<file path="config.mk">
export PLATFORM = sky130hd
export DESIGN_NAME = id_scanner_flat
export DESIGN_NICKNAME = d
export VERILOG_FILES = /design/src/rtl/id_scanner_if.sv /design/src/rtl/id_scanner.sv /design/src/flat_wrapper.sv
export SDC_FILE = /design/constraint.sdc
export NUM_CORES = 1
export LEC_CHECK = 0
export CAP_MARGIN = 40
export CORE_UTILIZATION = 60
export CTS_CLUSTER_DIAMETER = 100
export DETAILED_ROUTE_END_ITERATION = 7
export DONT_BUFFER_PORTS = 1
export HOLD_SLACK_MARGIN = 0.02
export PLACE_DENSITY = 0.76
export SLEW_MARGIN = 5
export SYNTH_ARGS = -nofsm -noshare
export SYNTH_HDL_FRONTEND = slang
export SYNTH_SLANG_ARGS = --single-unit
</file>
<file path="constraint.sdc">
create_clock -name clk -period 2.9 [get_ports clk]
set_clock_uncertainty 0.15 [all_clocks]
set_input_delay 0.58 -clock clk [delete_from_list [all_inputs] [get_ports clk]]
set_output_delay 0.58 -clock clk [all_outputs]
set_load 0.01 [all_outputs]
</file>
<file path="src/rtl/id_scanner_if.sv">
// Character-stream interface for id_scanner: the character source drives the
// char/valid/flush inputs, and the scanner returns its token reports.
interface id_scanner_if #(
  parameter int LEN_W = 5,
  parameter int CNT_W = 8
);
  logic [7:0]       char;
  logic             char_valid;
  logic             flush;
  logic             out;
  logic [LEN_W-1:0] id_len;
  logic             err;
  logic [CNT_W-1:0] id_count;
  logic             busy;

  modport master (
    output char, char_valid, flush,
    input  out, id_len, err, id_count, busy
  );

  modport slave (
    input  char, char_valid, flush,
    output out, id_len, err, id_count, busy
  );
endinterface

</file>
<file path="src/rtl/id_scanner.sv">
// Streaming ASCII identifier recognizer: one character per valid cycle, reports
// each terminated identifier (with length) or flags malformed/overlong tokens.
module id_scanner #(
  parameter int MAX_LEN          = 16,
  parameter int LEN_W            = 5,
  parameter int CNT_W            = 8,
  parameter int ALLOW_UNDERSCORE = 1
) (
  input  logic         clk,
  input  logic         reset,
  id_scanner_if.slave  bus
);

  typedef enum logic [1:0] {
    IDLE  = 2'd0,
    IDENT = 2'd1,
    BAD   = 2'd2
  } state_e;

  localparam logic [LEN_W-1:0] LEN_MAX = LEN_W'(MAX_LEN);

  function automatic logic is_letter(input logic [7:0] c);
    return ((c >= 8'h41) && (c <= 8'h5A)) || ((c >= 8'h61) && (c <= 8'h7A));
  endfunction

  function automatic logic is_digit(input logic [7:0] c);
    return (c >= 8'h30) && (c <= 8'h39);
  endfunction

  function automatic logic is_uscore(input logic [7:0] c);
    return (ALLOW_UNDERSCORE != 0) && (c == 8'h5F);
  endfunction

  state_e           state_q, state_d;
  logic [LEN_W-1:0] len_q, len_d;
  logic             out_q, out_d;
  logic             err_q, err_d;
  logic [LEN_W-1:0] id_len_q, id_len_d;
  logic [CNT_W-1:0] id_count_q, id_count_d;
  logic             busy_q, busy_d;

  logic ch_start, ch_digit, ch_word;
  logic term_ok, term_bad;

  assign ch_start = is_letter(bus.char) || is_uscore(bus.char);
  assign ch_digit = is_digit(bus.char);
  assign ch_word  = ch_start || ch_digit;

  always_ff @(posedge clk) begin
    if (!reset) begin
      state_q    <= IDLE;
      len_q      <= '0;
      out_q      <= 1'b0;
      err_q      <= 1'b0;
      id_len_q   <= '0;
      id_count_q <= '0;
      busy_q     <= 1'b0;
    end else begin
      state_q    <= state_d;
      len_q      <= len_d;
      out_q      <= out_d;
      err_q      <= err_d;
      id_len_q   <= id_len_d;
      id_count_q <= id_count_d;
      busy_q     <= busy_d;
    end
  end

  // flush overrides the character: it behaves as a delimiter and char is ignored.
  always_comb begin
    state_d  = state_q;
    len_d    = len_q;
    term_ok  = 1'b0;
    term_bad = 1'b0;
    if (bus.flush) begin
      case (state_q)
        IDENT: begin
          state_d = IDLE;
          len_d   = '0;
          term_ok = 1'b1;
        end
        BAD: begin
          state_d  = IDLE;
          len_d    = '0;
          term_bad = 1'b1;
        end
        default: ;
      endcase
    end else if (bus.char_valid) begin
      case (state_q)
        IDLE: begin
          if (ch_start) begin
            state_d = IDENT;
            len_d   = LEN_W'(1);
          end else if (ch_digit) begin
            state_d = BAD;
          end
        end
        IDENT: begin
          if (ch_word) begin
            if (len_q == LEN_MAX) begin
              state_d = BAD;
            end else begin
              len_d = len_q + LEN_W'(1);
            end
          end else begin
            state_d = IDLE;
            len_d   = '0;
            term_ok = 1'b1;
          end
        end
        BAD: begin
          if (!ch_word) begin
            state_d  = IDLE;
            len_d    = '0;
            term_bad = 1'b1;
          end
        end
        default: begin
          state_d = IDLE;
          len_d   = '0;
        end
      endcase
    end
  end

  // Report registers: len_q still holds the finished token's length on termination.
  always_comb begin
    out_d      = term_ok;
    err_d      = term_bad;
    id_len_d   = term_ok ? len_q : id_len_q;
    id_count_d = term_ok ? (id_count_q + CNT_W'(1)) : id_count_q;
    busy_d     = (state_d != IDLE);
  end

  assign bus.out      = out_q;
  assign bus.err      = err_q;
  assign bus.id_len   = id_len_q;
  assign bus.id_count = id_count_q;
  assign bus.busy     = busy_q;

endmodule

</file>
<file path="src/flat_wrapper.sv">
// flat-port wrapper written by rule: the top's interface ports become plain ports
module id_scanner_flat 
#(
  parameter int MAX_LEN          = 16,
  parameter int LEN_W            = 5,
  parameter int CNT_W            = 8,
  parameter int ALLOW_UNDERSCORE = 1
)
  (clk, reset, bus_char, bus_char_valid, bus_flush, bus_out, bus_id_len, bus_err, bus_id_count, bus_busy);
  id_scanner_if #(.LEN_W(LEN_W), .CNT_W(CNT_W)) bus_i ();
  input  logic clk;
  input  logic reset;
  input wire logic [$bits(bus_i.char)-1:0] bus_char;
  input wire logic [$bits(bus_i.char_valid)-1:0] bus_char_valid;
  input wire logic [$bits(bus_i.flush)-1:0] bus_flush;
  output wire logic [$bits(bus_i.out)-1:0] bus_out;
  output wire logic [$bits(bus_i.id_len)-1:0] bus_id_len;
  output wire logic [$bits(bus_i.err)-1:0] bus_err;
  output wire logic [$bits(bus_i.id_count)-1:0] bus_id_count;
  output wire logic [$bits(bus_i.busy)-1:0] bus_busy;
  assign bus_i.char = bus_char;
  assign bus_i.char_valid = bus_char_valid;
  assign bus_i.flush = bus_flush;
  assign bus_out = bus_i.out;
  assign bus_id_len = bus_i.id_len;
  assign bus_err = bus_i.err;
  assign bus_id_count = bus_i.id_count;
  assign bus_busy = bus_i.busy;
  id_scanner #(.MAX_LEN(MAX_LEN), .LEN_W(LEN_W), .CNT_W(CNT_W), .ALLOW_UNDERSCORE(ALLOW_UNDERSCORE)) u_core (.clk(clk), .reset(reset), .bus(bus_i));
endmodule
</file>
==> results of run 1 <==
worst min path at each step:
stage | start | endpoint | slack [ns] | cells past startpoint
2_1_floorplan | u_core.len_q[4] | u_core.bus.id_len[4] | 0.29 | 2
3_3_place_gp | u_core.len_q[4] | u_core.bus.id_len[4] | 0.32 | 2
6_report | bus_flush | u_core.len_q[0] | 0.21 | 1
4_1_cts | bus_flush | u_core.len_q[0] | 0.20 | 1
3_5_place_dp | u_core.len_q[4] | u_core.bus.id_len[4] | 0.32 | 2
5_1_grt | bus_flush | u_core.len_q[0] | 0.19 | 1
power by group:
group	switching (mW)	internal, mW
registers	0.00674	0.321
clock network	0.0974	0.0515
logic	0.0391	0.0223
kinds of logic (layout without fill, tap and decap cells):
| group | Yosys count | in the layout |
|---|---|---|
| adder cells (fa/ha/maj) | 7 | 7 |
| XOR/XNOR | 4 | 4 |
| buffers and inverters | 17 | 19 |
| AND/OR/NAND/NOR | 53 | 53 |
| flip-flops | 23 | 23 |
| AO/OA/AOI/OAI | 48 | 48 |
per-layer routing:
layer	wire (um)	up-vias	global-route usage [%]
li1	-	553	-
met1	1230	495	28.4
met2	1220	37	41.9
met3	163	2	4.53
met4	12	0	9.44
met5	0	-	0
cells in the final DEF, fill, tap and decap left out, types with 3 or more instances in the layout:
cell       n
nand2_1   21
o22ai_1    4
o21ai_0    8
nand3_1    7
clkbuf_4   3
a22oi_1    3
a21oi_1   13
a211oi_1   4
o31ai_1    3
xnor2_1    4
inv_1     14
ha_1       7
or4_1      3
nor2_1     8
nand2b_1   3
dfxtp_1   23
registers in the layout (all words and copies together) (netlist names):
signal and flops:
u_core.bus.id_count 8, u_core.bus.out 1, u_core.bus.id_len 5, u_core.state_q 2
u_core.bus.err 1, u_core.bus.busy 1, u_core.len_q 5
metrics by stage:
step                      cell area [sq um]  setup WS, ns  total power, mW  utilization, %
final                                  1310         0.494            0.538            66.6
after global routing                   1310         0.272            0.558            66.6
after CTS                              1310         0.491            0.541            66.6
after detailed placement               1280         0.169            0.395            65.2
after global placement                 1280         0.224            0.391            65.2
after floorplan                        1250         0.420            0.384               -
cell type report:
type	count	area, sq um	area share, %
inverters	14	52.6	4.02
well taps	27	33.8	2.58
flip-flops and latches	23	460	35.2
repair buffers	1	7.51	0.574
clock buffers	3	22.5	1.72
multi-input cells	112	726	55.5
clock inverters	1	5.00	0.383
==> impl_summary.txt, run 1 <==
----------------------------------------------------
[Run status]
  Outcome ... finished, final reports clean

[Logic synthesis]
  Main synth FF type ... dfxtp_1
  Yosys reg bits ... 23
  Cells taking the most area after synthesis ... dfxtp_1, ha_1, nand2_1, a21oi_1, inv_1
  Count of synthesis-stage warnings from yosys ... 0
  Cell with the most instances after synthesis ... dfxtp_1
  Fraction of the mapped netlist area in compound gates ... 26.4%
  Library cell with the largest summed area after synthesis ... dfxtp_1
  Share of flip-flops with an asynchronous set or reset after synthesis ... 0%
  Number of flops mapped to enable cells by yosys ... 0
  Synthesized cell area ... about 1200 sq um
  Adder-Cell Fraction of Synth Area ... under 10%
  Netlist cell types ... 36
  Simple-Gate Fraction of Synth Area ... ~22%
  Post-Synth XOR/XNOR Area ... 2.80%
  Sequential area share after synthesis ... between 30% and 40%
  Post-synth top cells ... dfxtp_1, nand2_1, inv_1
  Share of Yosys cell area claimed by the top area cell type ... a little under two fifths
  Main combinational cell family by area after synthesis ... compound AO/OA/AOI/OAI gates
  Post-synthesis mux area share ... 0%
  Net count after synthesis ... between 150 and 200
  Syn avg cell area ... about 8.2 sq um
  Number of standard cells after synthesis ... between 150 and 200

[Die]
  Overall die height ... between 40 and 50 um
  Starting Density ... 63.7%
  Floorplan die area ... roughly 2300 sq um
  Number of placement rows ... 16
  I/O pin count ... 28
  Die Wd ... ~48 um
  Area of the core region ... a little under 2000 sq um

[Setup path]
  Cell count along the critical path ... 6
  Count of buffer and inverter cells on the critical path ... 0
  Crit path max fanout ... 13
  Crit. Startpoint ... bus_char[4]
  Worst stage delay on the critical path ... between 0.5 and 0.6 ns
  Startpoint of the most critical register-to-register path ... u_core.len_q[0]
  Path type of the worst setup path ... input pin to flop
  Cell depth of the worst flop-to-flop path ... 8
  R2R setup slack ... around 0.5 ns
  Crit start category ... input pin
  CP Capture Point ... u_core.bus.id_count[5]
  Data arrival, critical path ... around 2.5 ns
  Nature of the critical path endpoint ... flop
  Terminus of the critical flop-to-flop path ... u_core.len_q[2]
  CP Cell Sequence ... or4_4 -> o21ai_4 -> o211ai_4 -> a21o_1 -> or4_1 -> a21oi_1
  Cell family contributing the most delay on the critical path ... simple AND/OR/NAND/NOR gates
  Slowest cell on the critical path ... or4_1
  Required arrival time at the worst endpoint ... around 3 ns

[Routing]
  Routed WL per cell ... around 15 um
  First-pass DRT Iterations ... 4
  Via/cell ratio ... 6.01
  Total number of vias ... about 1.1k
  DRC viols ... 0
  Total wire length after detailed routing ... about 2600 um
  Antenna Nets Post-Route ... 0
  Initial detailed-routing violation count ... 23

[Clocking]
  Clock latency of the later-clocked register in the worst-skew pair ... about 0.31 ns
  TritonCTS clock tree ... done
  Inserted Clock Buffers ... 3
  # hold bufs at CTS ... 0
  # clock sinks ... 23
  CTS root buffer ... clkbuf_4
  Number of post-CTS setup repair buffers ... 0
  Maximum buffer depth of the clock tree ... 2
  Post-CTS sizing ... 0
  H-Tree Level Count ... 1
  Register clock-pin slew on the reported worst setup and hold paths ... ~0.14 ns

[Timing]
  Number of setup violations in the final report ... 0
  Min cycle time layout ... ~2.4 ns
  Count of pins over their slew limit ... 0
  RSZ-0062 raised after global routing ... false
  Maximum clock frequency ... ~0.42 GHz
  Max transition margin ... 61.5%
  Slew of the pin with the lowest slew margin ... 0.575 ns
  Fin Hold WS ... slightly above 0.2 ns
  Final setup TNS ... 0 ns
  Number of hold violations in the final report ... 0
  Crit share post-route ... between 80% and 90%

[Global route]
  First-pass GRT wire length ... around 3800 um
  Pin count of the biggest net entering global routing ... 17
  Via count of the first global-routing pass ... between 900 and 1k
  Global route overflow ... 0
  Number of antenna violations at the first check in global routing ... 0
  Total routing usage reported by global routing ... a little under a quarter

[Pwr]
  Power per cell area ... about 400 nW/um^2
  Lkg Pwr ... roughly 0.43 nW
  Worst ir drop on vdd ... 0.255 mV

[Final layout]
  Post-Layout Cell Count ... 181
  Ratio of cells with drive above 1 in the final layout ... between 6 and 7%
  Fill cell count ... about 180
  Layout Area Growth over Synthesis ... 4.60%
  Net count of the finished layout ... between 150 and 200
  Number of inserted diodes ... 0

[Job]
  Max-cap viol count ... 0

[Placement]
  HPWL after detailed placement ... roughly 2000 um
  Number of placed instances, taps included ... 177
  Number of buffer cells added on primary ports ... 0
  Gp weighted congestion ... roughly 0.84

[Worst hold path]
  Kind of path behind the tightest hold check ... input pin to flop

----------------------------------------------------
(Power assumes the default switching activity.)
==> run 2, diff against run 1 <==
CORE_UTILIZATION = 55   (was 60)
PLACE_DENSITY = 0.73   (was 0.76)
clock period = 2.1 ns   (was 2.9 ns; I/O delays follow)
==> impl_summary.txt, run 2 (same netlist as run 1, synthesis figures left out) <==
----------------------------------------------------
[Setup path]
  Path type of the worst setup path ... flop to flop
  Crit start category ... flop
  Count of buffer and inverter cells on the critical path ... 1
  Slowest cell on the critical path ... o211ai_1
  Required arrival time at the worst endpoint ... about 2.2 ns
  CP Cell Sequence ... inv_2 -> ha_4 -> nor4bb_4 -> a21o_1 -> nand2_1 -> o211ai_1 -> nand2b_4 -> o22ai_2
  Data arrival, critical path ... 2.08 ns
  Worst stage delay on the critical path ... 0.50 ns
  Cell family contributing the most delay on the critical path ... compound AO/OA/AOI/OAI gates
  Crit path max fanout ... 7
  Nature of the critical path endpoint ... flop

[Pwr]
  Power per cell area ... just over 500 nW/um^2
  Relative contribution of the clock network to total power ... 26.3%
  Switching power of the nets ... between 0.2 and 0.25 mW
  Total power ... ~0.77 mW
  Sequential power share ... between 50% and 60%
  Worst ir drop on vdd ... between 0.3 and 0.4 mV
  Combinational share of power ... between 10% and 20%
  Cell-internal power ... approximately 0.57 mW
  Lkg Pwr ... between 0.5 and 0.6 nW
  Switching share of power ... around a quarter

[Final layout]
  Flip-flop count of the largest register after layout ... 8
  Commonest cells after routing, fill and taps aside ... nand2_1, dfxtp_1, buf_4
  Layout Area Growth over Synthesis ... 20.7%
  Number of inserted diodes ... 0
  Ratio of cells with drive above 1 in the final layout ... around a quarter
  Non-Filler Cell Area, Final ... between 1500 and 2000 sq um
  Fill cell count ... about 170
  Post-Layout Cell Count ... about 200
  Net count of the finished layout ... about 190
  Share of the core filled with cells in the final layout ... 73.9%

[Timing]
  Fin Hold WS ... 0.0404 ns
  Final setup TNS ... 0 ns
  Count of pins over their slew limit ... 0
  Crit share post-route ... between 90% and 100%
  Maximum clock frequency ... between 0.4 and 0.5 GHz
  RSZ-0062 raised after global routing ... true
  Slew of the pin with the lowest slew margin ... ~0.59 ns
  Final WS setup ... approximately 0.066 ns
  Min cycle time layout ... a little over 2 ns
  Max transition margin ... between 60% and 70%
  Number of hold violations in the final report ... 0
  Number of setup violations in the final report ... 0

[Global route]
  Global route overflow ... 0
  Pin count of the biggest net entering global routing ... 16
  Via count of the first global-routing pass ... around 1.1k
  Number of antenna violations at the first check in global routing ... 0
  First-pass GRT wire length ... 4590 um
  Total routing usage reported by global routing ... around a quarter

[Routing]
  Antenna Nets Post-Route ... 0
  First-pass DRT Iterations ... 4
  Initial detailed-routing violation count ... 26
  Routed WL per cell ... approximately 14 um
  Via/cell ratio ... a little under 6
  Total wire length after detailed routing ... ~2800 um
  Total number of vias ... between 1k and 1.5k
  DRC viols ... 0

[Clocking]
  Clock latency of the later-clocked register in the worst-skew pair ... 0.30 ns
  Maximum buffer depth of the clock tree ... 2
  CTS root buffer ... clkbuf_4
  H-Tree Level Count ... 1
  Register clock-pin slew on the reported worst setup and hold paths ... 0.13 ns
  Inserted Clock Buffers ... 3
  # clock sinks ... 23
  TritonCTS clock tree ... done
  # hold bufs at CTS ... 0

[Placement]
  Area after detailed placement ... ~1400 sq um
  Pre-CTS worst setup slack ... -0.305 ns
  Number of buffer cells added on primary ports ... 0
  Number of placed instances, taps included ... a little under 200
  HPWL after detailed placement ... 2110 um
  Gp weighted congestion ... 0.853

[Job]
  Max-cap viol count ... 0

[Run status]
  Outcome ... finished, final reports clean

[Die]
  Floorplan die area ... 2470 sq um
  Die Wd ... between 40 and 50 um
  Area of the core region ... slightly above 2000 sq um
  Overall die height ... just under 50 um
  Starting Density ... between 60 and 70%
  I/O pin count ... 28
  Number of placement rows ... 16

[Worst hold path]
  Kind of path behind the tightest hold check ... input pin to flop

----------------------------------------------------
[run 2: repair_timing]
action / in CTS / in global routing
buffers inserted: 1 / 0
resized for setup: 2 / 14
pin swaps: 2 / 8
setup endpoints to repair: 5 / 5
[run 2: layout make-up]
class                   count  area, sq um  area share [%]
clock buffers               3         22.5            1.49
clock inverters             1         5.00           0.332
inverters                  14         52.6            3.48
multi-input cells         112          797            52.8
flip-flops and latches     23          463            30.7
well taps                  27         33.8            2.24
repair buffers             18          135            8.96
[run 2: final timing paths]
path / startpoint / end / slack [ns] / cells past startpoint
setup reg to reg: u_core.len_q[0] / u_core.len_q[4] / 0.07 / 8
setup / recovery: u_core.len_q[0] / u_core.len_q[4] / 0.07 / 8
hold / removal: bus_flush / u_core.len_q[0] / 0.04 / 1
hold reg to reg: u_core.len_q[4] / u_core.bus.id_len[4] / 0.35 / 2
[run 2: metal layers]
metal	GRT usage [%]	up-vias	wire length (um)
met3	4.32	2	116
li1	-	590	-
met4	5.71	0	12
met2	43.2	27	1420
met5	0	-	0
met1	28.1	548	1270
[run 2: power groups by stage]
stage          registers (mW)  clock network [mW]  logic, mW
5_1_grt                 0.453               0.219      0.127
3_5_place_dp            0.461                   0      0.104
3_3_place_gp            0.460                   0      0.101
2_1_floorplan           0.460                   0     0.0718
6_report                0.452               0.202      0.115
4_1_cts                 0.451               0.205      0.107
